File: config.mk
export PLATFORM = sky130hd
export DESIGN_NAME = tiny_core_sequencer
export DESIGN_NICKNAME = d
export VERILOG_FILES = /design/src/rtl/tiny_core_sequencer.sv
export SDC_FILE = /design/constraint.sdc
export NUM_CORES = 1
export LEC_CHECK = 0
export CAP_MARGIN = 10
export CORE_MARGIN = 2
export CORE_UTILIZATION = 40
export DETAILED_ROUTE_END_ITERATION = 10
export DONT_BUFFER_PORTS = 1
export PLACE_DENSITY_LB_ADDON = 0.08
export RECOVER_POWER = 25
export SYNTH_ARGS = -nofsm -noshare
export SYNTH_HDL_FRONTEND = slang
export SYNTH_SLANG_ARGS = --single-unit
File: constraint.sdc
create_clock -name clk -period 4.75 [get_ports clk]
set_input_delay 0.475 -clock clk [delete_from_list [all_inputs] [get_ports clk]]
set_output_delay 0.475 -clock clk [all_outputs]
set_load 0.1 [all_outputs]
File: src/rtl/tiny_core_sequencer.sv
// Multi-cycle 9-bit-ISA sequencer: fetches over imem req/ack, executes against a
// 4-entry register file, and performs loads/stores over dmem req/ack.
module tiny_core_sequencer #(
  parameter int unsigned DATA_W = 8,
  parameter int unsigned PC_W   = 8,
  parameter int unsigned RST_PC = 0
) (
  input  logic              clk,
  input  logic              reset,
  input  logic              start,
  output logic              imem_req,
  output logic [PC_W-1:0]   imem_addr,
  input  logic              imem_ack,
  input  logic [8:0]        imem_rdata,
  output logic              dmem_req,
  output logic              dmem_we,
  output logic [DATA_W-1:0] dmem_addr,
  output logic [DATA_W-1:0] dmem_wdata,
  input  logic              dmem_ack,
  input  logic [DATA_W-1:0] dmem_rdata,
  output logic              instr_done,
  output logic              busy,
  output logic              halted,
  output logic [PC_W-1:0]   dbg_pc
);

  typedef enum logic [2:0] {S_IDLE, S_FETCH, S_EXEC, S_MEM, S_WB, S_HALT} state_e;

  state_e                 state_q, state_d;
  logic [PC_W-1:0]        pc_q, pc_d;
  logic [8:0]             ir_q, ir_d;
  logic [3:0][DATA_W-1:0] rf_q;
  logic [DATA_W-1:0]      daddr_q, daddr_d, dwdata_q, dwdata_d, ld_q, ld_d;
  logic                   dwe_q, dwe_d;
  logic                   rf_we;
  logic [DATA_W-1:0]      rf_wd;

  logic        is_i, fn;
  logic [2:0]  op, imm;
  logic [1:0]  rd, rs;
  assign is_i = ir_q[8];
  assign op   = ir_q[7:5];
  assign rd   = ir_q[4:3];
  assign imm  = ir_q[2:0];
  assign rs   = ir_q[2:1];
  assign fn   = ir_q[0];

  logic [DATA_W-1:0] a, b, imm_z, alu_res;
  assign a     = rf_q[rd];
  assign b     = rf_q[rs];
  assign imm_z = DATA_W'(imm);

  logic is_mem, is_br, is_sys, br_taken;
  assign is_mem   = is_i && (op[2:1] == 2'b10);
  assign is_br    = is_i && (op[2:1] == 2'b01);
  assign is_sys   = !is_i && (op == 3'b111);
  assign br_taken = (a == rf_q[0]) ^ op[0];

  logic [PC_W-1:0] pc_inc, br_tgt, jr_tgt;
  assign pc_inc = pc_q + PC_W'(1);
  assign br_tgt = pc_q + PC_W'($signed(imm));

  generate
    if (PC_W <= DATA_W) begin : g_jr_trunc
      assign jr_tgt = b[PC_W-1:0];
    end else begin : g_jr_pad
      assign jr_tgt = {{(PC_W-DATA_W){1'b0}}, b};
    end
  endgenerate

  // R-type ops combine R[rd] with R[rs]; slt sets when R[rs] < R[rd] (signed).
  always_comb begin
    alu_res = '0;
    if (is_i) begin
      case (op)
        3'b000:  alu_res = a + imm_z;
        3'b001:  alu_res = a & imm_z;
        3'b110:  alu_res = a >> imm;
        3'b111:  alu_res = DATA_W'($signed(a) < $signed(imm_z));
        default: alu_res = '0;
      endcase
    end else begin
      case (op)
        3'b000:  alu_res = a + b;
        3'b001:  alu_res = a - b;
        3'b010:  alu_res = a & b;
        3'b011:  alu_res = a | b;
        3'b100:  alu_res = a ^ b;
        3'b101:  alu_res = a << b[2:0];
        3'b110:  alu_res = DATA_W'($signed(b) < $signed(a));
        default: alu_res = '0;
      endcase
    end
  end

  always_comb begin
    state_d    = state_q;
    pc_d       = pc_q;
    ir_d       = ir_q;
    daddr_d    = daddr_q;
    dwdata_d   = dwdata_q;
    dwe_d      = dwe_q;
    ld_d       = ld_q;
    rf_we      = 1'b0;
    rf_wd      = alu_res;
    imem_req   = 1'b0;
    dmem_req   = 1'b0;
    instr_done = 1'b0;
    case (state_q)
      S_IDLE: if (start) state_d = S_FETCH;
      S_FETCH: begin
        imem_req = 1'b1;
        if (imem_ack) begin
          ir_d    = imem_rdata;
          state_d = S_EXEC;
        end
      end
      S_EXEC: begin
        state_d    = S_FETCH;
        instr_done = 1'b1;
        pc_d       = pc_inc;
        if (is_mem) begin
          instr_done = 1'b0;
          pc_d       = pc_q;
          state_d    = S_MEM;
          daddr_d    = rf_q[imm[1:0]];
          dwdata_d   = a;
          dwe_d      = op[0];
        end else if (is_sys && fn) begin
          pc_d    = pc_q;
          state_d = S_HALT;
        end else if (is_sys) begin
          pc_d = jr_tgt;
        end else if (is_br) begin
          pc_d = br_taken ? br_tgt : pc_inc;
        end else begin
          rf_we = 1'b1;
        end
      end
      S_MEM: begin
        dmem_req = 1'b1;
        if (dmem_ack) begin
          if (dwe_q) begin
            instr_done = 1'b1;
            pc_d       = pc_inc;
            state_d    = S_FETCH;
          end else begin
            ld_d    = dmem_rdata;
            state_d = S_WB;
          end
        end
      end
      S_WB: begin
        rf_we      = 1'b1;
        rf_wd      = ld_q;
        pc_d       = pc_inc;
        instr_done = 1'b1;
        state_d    = S_FETCH;
      end
      S_HALT:  state_d = S_HALT;
      default: state_d = S_IDLE;
    endcase
  end

  always_ff @(posedge clk or negedge reset) begin
    if (!reset) begin
      state_q  <= S_IDLE;
      pc_q     <= PC_W'(RST_PC);
      ir_q     <= '0;
      rf_q     <= '0;
      daddr_q  <= '0;
      dwdata_q <= '0;
      dwe_q    <= 1'b0;
      ld_q     <= '0;
    end else begin
      state_q  <= state_d;
      pc_q     <= pc_d;
      ir_q     <= ir_d;
      daddr_q  <= daddr_d;
      dwdata_q <= dwdata_d;
      dwe_q    <= dwe_d;
      ld_q     <= ld_d;
      if (rf_we) rf_q[rd] <= rf_wd;
    end
  end

  assign imem_addr  = pc_q;
  assign dbg_pc     = pc_q;
  assign dmem_addr  = daddr_q;
  assign dmem_wdata = dwdata_q;
  assign dmem_we    = dwe_q;
  assign busy       = (state_q != S_IDLE) && (state_q != S_HALT);
  assign halted     = (state_q == S_HALT);

endmodule

==> impl_metrics.ini, run 1 <==
[placed_design]
place_hpwl_um = 15800
post-place-ws_ps = 840
finalWeightedCongestion = 0.939
placed_area_sq_um = 7080
port_buffers = 0

[logic_synthesis]
synth.avg_cell_area_sq_um = 9.57
synth_commonest_cells = dfrtp_1 (77), mux2_2 (65), nor2_1 (54)
async_flop_share_pct = 100
synthTopCellsByArea = dfrtp_1 (28%), mux2_2 (11%), ha_1 (8.8%)
synth_cell_types = 68
syn_area_sq_um = 6810
ys_seq_area_share_pct = 28.3
netlist.top_cell.by_area = dfrtp_1
synth_top_area_share_pct = 28.3
synth_seq_cells = 77
yosysMostFrequentCell = dfrtp_1
yosys_most_used_dff = dfrtp_1
ys_warn_count = 0
synth_fp_nets = 784
netlist_instances = 711
synth_edf_count = 0

[worst_setup_path]
arrival_ps = 4170
worstPathMaxFanout = 4
worstPathRequired_ps = 4980
r2r_slack_ps = 810
r2r-end = rf_q[19]
crit_path_start_kind = flop
worstSetupEndpointType = flop
r2r-start = ir_q[1]
critical_path_class = reg2reg
rr_worst_depth = 15

[outcome]
status = complete, but fails checks
violations = negative hold slack

[global_route]
grt_use_total_pct = 24.2
overflow = 0
antenna_found_initial = 2
grt_pass1_wl_um = 33200
grt_max_degree = 78
grt_pass1_vias = 5626

[cells_and_area]
fin_util_pct = 44.7
fill_cells = 1626
n_antenna_cell = 0
nets = 778
synthToLayoutAreaGrowth_pct = 8.90
fin_area_sq_um = 7410
drive_above_1_share_pct = 23.0

[route]
vias_per_cell = 6.08
drt_iter0_markers = 412
vias = 5657
drc_errors = 0
wl_per_cell_um = 23.0
first_pass_iters = 5
routed_wl_um = 21400
ant_nets = 0

[cts]
cts-buffers-inserted = 9
htree_levels = 3
cts.path.max_buffers = 2
cts_sinks = 77
clk_pin_slew_ps = 70
cts_resized = 0
insertion_delay_ps = 350
root_buffer = clkbuf_16
cts_tree = done

[floorplan]
die_height_um = 134
dieArea_sq_um = 18100
pin_count = 60
die_w_um = 134
core_sq_um = 16600
initial_core_util_pct = 41.0
row_count = 47

[sta]
setup_viol = 0
setup_tns_ps = 0
fin_crit_ps = 3940
finalClockSkew_ps = 8.39
period_share_pct = 83.0
slew_headroom_pct = 27.2
holdWs_ps = -8.06
rsz0062_at_grt = no
fmax_ghz = 0.254
slew_violations = 0
worst_slack_ps = 810
tightest_slew_ps = 1090
finalHoldViolations = 4

[flow_run]
drv_cap = 0

[worst_hold_path]
hold_path_class = in2async
## registers in the layout (all words and copies together) (netlist names)
name	flops
ir_q	9
dbg_pc	8
dmem_we	1
rf_q	32
dmem_addr	8
state_q	3
dmem_wdata	8
ld_q	8
## final cells by class
class / count / area [sq um] / share of cell area (%)
inverter: 37 / 139 / 1.87
tap: 220 / 275 / 3.71
clock inverter: 7 / 81.3 / 1.10
multi-input combinational: 552 / 4510 / 60.8
clock buffer: 9 / 225 / 3.04
sequential: 77 / 1940 / 26.1
timing repair buffer: 28 / 248 / 3.34
## critical path, cell delays in order (launching register included)
cell	delay, ps
dfrtp_1	430
mux4_2	540
inv_1	100
ha_1	250
mux2_2	300
inv_1	60
ha_1	210
nor2b_1	120
o21ai_0	190
nand2_1	100
xor2_1	150
a222oi_1	280
o21ai_1	150
a221o_1	400
mux2_4	290
mux2_2	270
## metrics by stage
stage / hold WS, ps / cells
floorplan: 179 / 711
global placement: 184 / 913
detailed placement: 185 / 913
CTS: 33.5 / 930
global route: 21.2 / 930
finish: -8.06 / 930
## layer usage
metal / GRT usage (%) / share of wire (%) / vias up
met5: 0 / 0 / -
met4: 9.01 / 3.1 / 0
met3: 4.69 / 6.4 / 39
met2: 38.8 / 47 / 213
met1: 32.5 / 43 / 2815
li1: - / - / 2590
## logic make-up after synthesis
logic type                 after synthesis  synth area share [%]
muxes                                  112                  22.4
adders and majority gates               51                  9.71
buffers and inverters                   82                  5.72
xor gates and xnor gates                36                  4.63
and+or+nand+nor                        191                  13.7
AOI/OAI and AO/OA                      162                  15.6
DFF                                     77                  28.3
## cell usage in the layout (no fill, tap or decap), types with 5 or more instances in the layout
master / Yosys / layout
nand3_1: 10 / 10
o22ai_1: 6 / 6
mux2_2: 65 / 65
o21ai_0: 32 / 31
or3_1: 5 / 5
dfrtp_1: 77 / 69
nor2b_1: 14 / 14
mux4_2: 24 / 24
mux2i_1: 19 / 19
inv_1: 31 / 31
a211oi_1: 5 / 5
xnor2_1: 27 / 27
ha_1: 48 / 48
xor2_1: 9 / 9
nand2_1: 51 / 51
a31oi_1: 16 / 16
nand2b_1: 8 / 8
a21oi_1: 36 / 36
clkbuf_16: 0 / 10
dfrtp_2: 0 / 8
o21ai_2: 4 / 5
a21o_1: 6 / 6
buf_4: 8 / 26
o21ai_1: 8 / 8
nor3_1: 17 / 16
nor2_1: 54 / 53
## how the worst max path moves through the flow
stage | from | endpoint | slack (ps) | cells after the start
final | ir_q[1] | rf_q[19] | 810 | 15
after CTS | ir_q[1] | rf_q[19] | 820 | 15
after detailed placement | ir_q[1] | rf_q[3] | 840 | 15
after global routing | ir_q[1] | rf_q[27] | 570 | 15
after global placement | ir_q[1] | rf_q[3] | 840 | 15
after floorplan | state_q[0] | ir_q[3] | 730 | 5
## what timing repair did
item | in CTS | in global routing
hold endpoints to repair | 77 | 0
buffers inserted | 0 | 0
hold buffers | 1 | 0
Power of run 1 is left out: the tool's default activity adds up to more than one toggle a clock period on the data nets, which glitch-free logic cannot reach.
==> run 2, diff against run 1 <==
==> constraint.sdc (replaced) <==
create_clock -name clk -period 3.33 [get_ports clk]
set_input_delay 0.333 -clock clk [delete_from_list [all_inputs] [get_ports clk]]
set_output_delay 0.333 -clock clk [all_outputs]
set_load 0.1 [all_outputs]
==> impl_metrics.ini, run 2 (synthesized netlist as in run 1, its figures left out) <==
[worst_setup_path]
r2r-end = rf_q[11]
crit_path_start_kind = flop
cpMostUsedCell = mux2_4
rr_worst_depth = 15
r2r_slack_ps = -510
r2r-start = ir_q[1]
arrival_ps = 4070
worstSetupEndpointType = flop
critical_path_class = reg2reg
critPathLaunch = ir_q[1]
worstPathMaxFanout = 4
crit_chain = mux4_2 -> clkinv_4 -> ha_4 -> mux2_4 -> inv_2 -> ha_4 -> nor2b_1 -> o21ai_1 -> nand2_1 -> xor2_1 -> a222oi_1 -> o21ai_1 -> a221o_1 -> mux2_4 -> mux2_4
max_stage_delay_ps = 560
path_buf_inv = 2
worstPathRequired_ps = 3560
slowest_stage = mux4_2
cp_top_family = multiplexers

[placed_design]
port_buffers = 0
place_inst = 989
placed_area_sq_um = 7690
place_hpwl_um = 17100
finalWeightedCongestion = 0.931

[cts]
cts.path.max_buffers = 2
cts_tree = done
root_buffer = clkbuf_16
htree_levels = 3
cts_sinks = 77
cts-buffers-inserted = 9
insertion_delay_ps = 350
clk_pin_slew_ps = 70

[sta]
finalHoldViolations = 0
rsz0062_at_grt = yes
period_share_pct = 115
slew_violations = 78
fmax_ghz = 0.260
setup_viol = 32
slew_headroom_pct = -33.5
worst_slack_ps = -513
fin_crit_ps = 3840
finalClockSkew_ps = 10.4
tightest_slew_ps = 2000

[worst_hold_path]
hold_depth = 1
hold_path_end = ld_q[6]
hold_path_class = in2reg
holdCritStartpoint = dmem_rdata[6]

[route]
vias = 5816
drc_errors = 0
ant_nets = 0
drt_iter0_markers = 308
wl_per_cell_um = 21.9
routed_wl_um = 22200
vias_per_cell = 5.74
first_pass_iters = 5

[cells_and_area]
instances_no_fill = 1013
n_antenna_cell = 0
final_common_cell = buf_4
reg_top3 = rf_q: 32 flops, ir_q: 9 flops
largest-register = rf_q
drive_above_1_share_pct = 34.2
layout_common_cells = buf_4 (102), dfrtp_1 (67), mux2_2 (53)
synthToLayoutAreaGrowth_pct = 21.1
nets = 861
fin_area_sq_um = 8240
largest_reg_flops = 32

[global_route]
grt_util_met3_pct = 4.27
antenna_found_initial = 0
met1_usage_pct = 33.9
overflow = 0
grt_use_total_pct = 25.2
grt_max_degree = 78
grt_pass1_wl_um = 34400
met2_usage_pct = 41.8
busiest_layer = met2
grt_pass1_vias = 5929

[outcome]
status = complete, but fails checks
violations = max-capacitance violations, max-slew violations, negative setup slack

[floorplan]
dieArea_sq_um = 18100
row_count = 47
die_height_um = 134
pin_count = 60
die_w_um = 134
initial_core_util_pct = 41.0
core_sq_um = 16600

[flow_run]
drv_cap = 1
==> run 2: cell types whose count changed in the layout (fill, tap and decap cells not counted), sizes merged <==
cell / previous run / this run
clkinvlp: 3 / 2
clkbuf: 10 / 11
dlygate4sd3: 0 / 1
buf: 27 / 109
clkinv: 2 / 4
bufinv: 1 / 0
inv: 38 / 37
==> run 2: worst max-delay path by stage <==
stage	cells past startpoint	slack [ps]	to
finish	15	-510	rf_q[11]
global route	15	-660	rf_q[11]
CTS	15	-520	rf_q[11]
detailed placement	15	-560	rf_q[11]
global placement	15	-490	rf_q[19]
floorplan	17	-480	rf_q[11]
==> run 2: metal layers <==
layer	up-vias	wire, um	share of wire, %
li1	2768	-	-
met1	2870	9840	44
met2	157	10800	48
met3	21	1170	5.3
met4	0	440	2.0
met5	-	0	0
==> run 2: repair_timing <==
action | in CTS | in global routing
hold endpoints to repair | 77 | 0
endpoints found under the setup margin | 32 | 32
resized for setup | 32 | 16
buffers inserted | 4 | 3
hold buffers | 2 | 0
pin swaps | 10 | 14
==> run 2: metrics by stage <==
stage,setup WS [ps],hold WS (ps),TNS [ps],utilization [%]
global placement,-494,41.1,-7930,46.3
detailed placement,-557,41.8,-9680,46.3
global route,-662,123,-13720,49.7
floorplan,-479,37.4,-3770,-
CTS,-522,121,-9760,49.3
finish,-513,127,-8980,49.7
==> run 2: cell type report <==
cell class	count	area, sq um
Clock inverter	6	52.6
Clock buffer	10	239
Tap cell	220	275
Sequential cell	77	1940
Inverter	37	144
Multi-Input combinational cell	552	4730
Fill cell	1587	8340
Timing Repair Buffer	111	868
Power of run 2 is left out for the same reason.
==> run 3, diff against run 2 <==
--- a/config.mk
+++ b/config.mk
@@ -15,3 +15,4 @@
 export SYNTH_ARGS = -nofsm -noshare
 export SYNTH_HDL_FRONTEND = slang
 export SYNTH_SLANG_ARGS = --single-unit
+export TNS_END_PERCENT = 20
==> impl_metrics.ini, run 3 (synthesized netlist as in run 1, its figures left out) <==
[sta]
fmax_ghz = 0.259
slew_violations = 78
slew_headroom_pct = -33.6
rsz0062_at_grt = yes
period_share_pct = 116
setup_viol = 32
tightest_slew_ps = 2000
fin_crit_ps = 3860
holdWs_ps = 126
finalClockSkew_ps = 12.5
finalHoldViolations = 0
worst_slack_ps = -525

[floorplan]
pin_count = 60
initial_core_util_pct = 41.0
dieArea_sq_um = 18100
row_count = 47
die_height_um = 134
core_sq_um = 16600
die_w_um = 134

[route]
vias_per_cell = 5.83
ant_nets = 0
drt_iter0_markers = 441
first_pass_iters = 6
vias = 5892
routed_wl_um = 22200
drc_errors = 0
wl_per_cell_um = 21.9

[worst_setup_path]
worstPathMaxFanout = 4
worstSetupEndpointType = flop
critical_path_class = reg2reg
arrival_ps = 4090
r2r-start = ir_q[1]
crit_path_start_kind = flop
worstPathRequired_ps = 3570
critPathLaunch = ir_q[1]

[outcome]
violations = max-capacitance violations, max-slew violations, negative setup slack
status = complete, but fails checks

[cells_and_area]
largest-register = rf_q
layout_common_cells = buf_4 (106), dfrtp_1 (68), mux2_2 (61)
drive_above_1_share_pct = 33.5
reg_top3 = rf_q: 32 flops, ir_q: 9 flops
synthToLayoutAreaGrowth_pct = 19.3
final_common_cell = buf_4
nets = 859
n_antenna_cell = 0
largest_reg_flops = 32

[cts]
root_buffer = clkbuf_16
htree_levels = 3
cts_sinks = 77
insertion_delay_ps = 350
cts-buffers-inserted = 9
cts_tree = done
clk_pin_slew_ps = 70
cts.path.max_buffers = 2

[placed_design]
place_hpwl_um = 16900
port_buffers = 0
finalWeightedCongestion = 0.998

[global_route]
grt_use_total_pct = 25.3
grt_pass1_vias = 5995
grt_max_degree = 78
grt_pass1_wl_um = 34900
antenna_found_initial = 0
overflow = 0

[worst_hold_path]
hold_path_class = in2reg
holdCritStartpoint = dmem_rdata[0]

[flow_run]
drv_cap = 1
-- run 3: cell count changes in the layout (fill, tap and decap cells not counted), sizes merged --
cell | previous run | this run
inv | 37 | 38
clkbuf | 11 | 10
buf | 109 | 107
-- run 3: repair_timing --
action                                 4_1_cts  5_1_grt
pin swaps                                    6        6
hold buffers                                 2        0
endpoints found under the hold margin       77        0
gates resized for setup                     20        9
buffers inserted                             1        1
setup endpoints to repair                   32       32
-- run 3: per-stage QoR --
| stage | cell area (sq um) | cells | TNS, ps | utilization (%) | worst slack, ps |
|---|---|---|---|---|---|
| floorplan | 6840 | 711 | -5190 | - | -490 |
| detailed placement | 7670 | 991 | -8890 | 46.3 | -592 |
| finish | 8120 | 1011 | -6870 | 49.0 | -525 |
| CTS | 8100 | 1010 | -6960 | 48.9 | -529 |
| global route | 8120 | 1011 | -11800 | 49.0 | -691 |
| global placement | 7670 | 991 | -8030 | 46.3 | -534 |
-- run 3: final timing paths --
check | end | slack [ps] | cells past startpoint
worst max-delay path | rf_q[19] | -530 | 15
worst min-delay path | ld_q[0] | 130 | 1
worst max register to register | rf_q[19] | -530 | 15
worst min register to register | ld_q[5] | 510 | 1
max in group asynchronous | ir_q[1] | 900 | 2
min in group asynchronous | ir_q[5] | 1040 | 2
-- run 3: cell type report --
cell class	instances	area, sq um
inverters	37	146
multi-input cells	552	4650
clock inverters	7	63.8
fillers	1568	8460
well taps	220	275
clock buffers	9	225
flip-flops and latches	77	1940
repair buffers	109	822
-- run 3: worst max-delay path, stage by stage (launching register included) --
cell,delay (ps)
dfrtp_2,420
mux4_2,590
clkinv_4,90
ha_4,200
mux2_4,290
inv_4,60
ha_4,180
nor2b_4,120
o21ai_2,120
nand2_1,80
xor2_1,140
a222oi_1,300
o21ai_1,160
a221o_1,430
mux2_4,300
mux2_4,270
-- run 3: routing by layer --
metal  wire [um]  vias to the layer above  track usage (%)
li1            -                     2744                -
met1        9800                     2926             34.0
met2       10600                      188             41.2
met3        1180                       34             4.27
met4         617                        0             9.24
met5           0                        -                0
Power of run 3 is left out for the same reason.
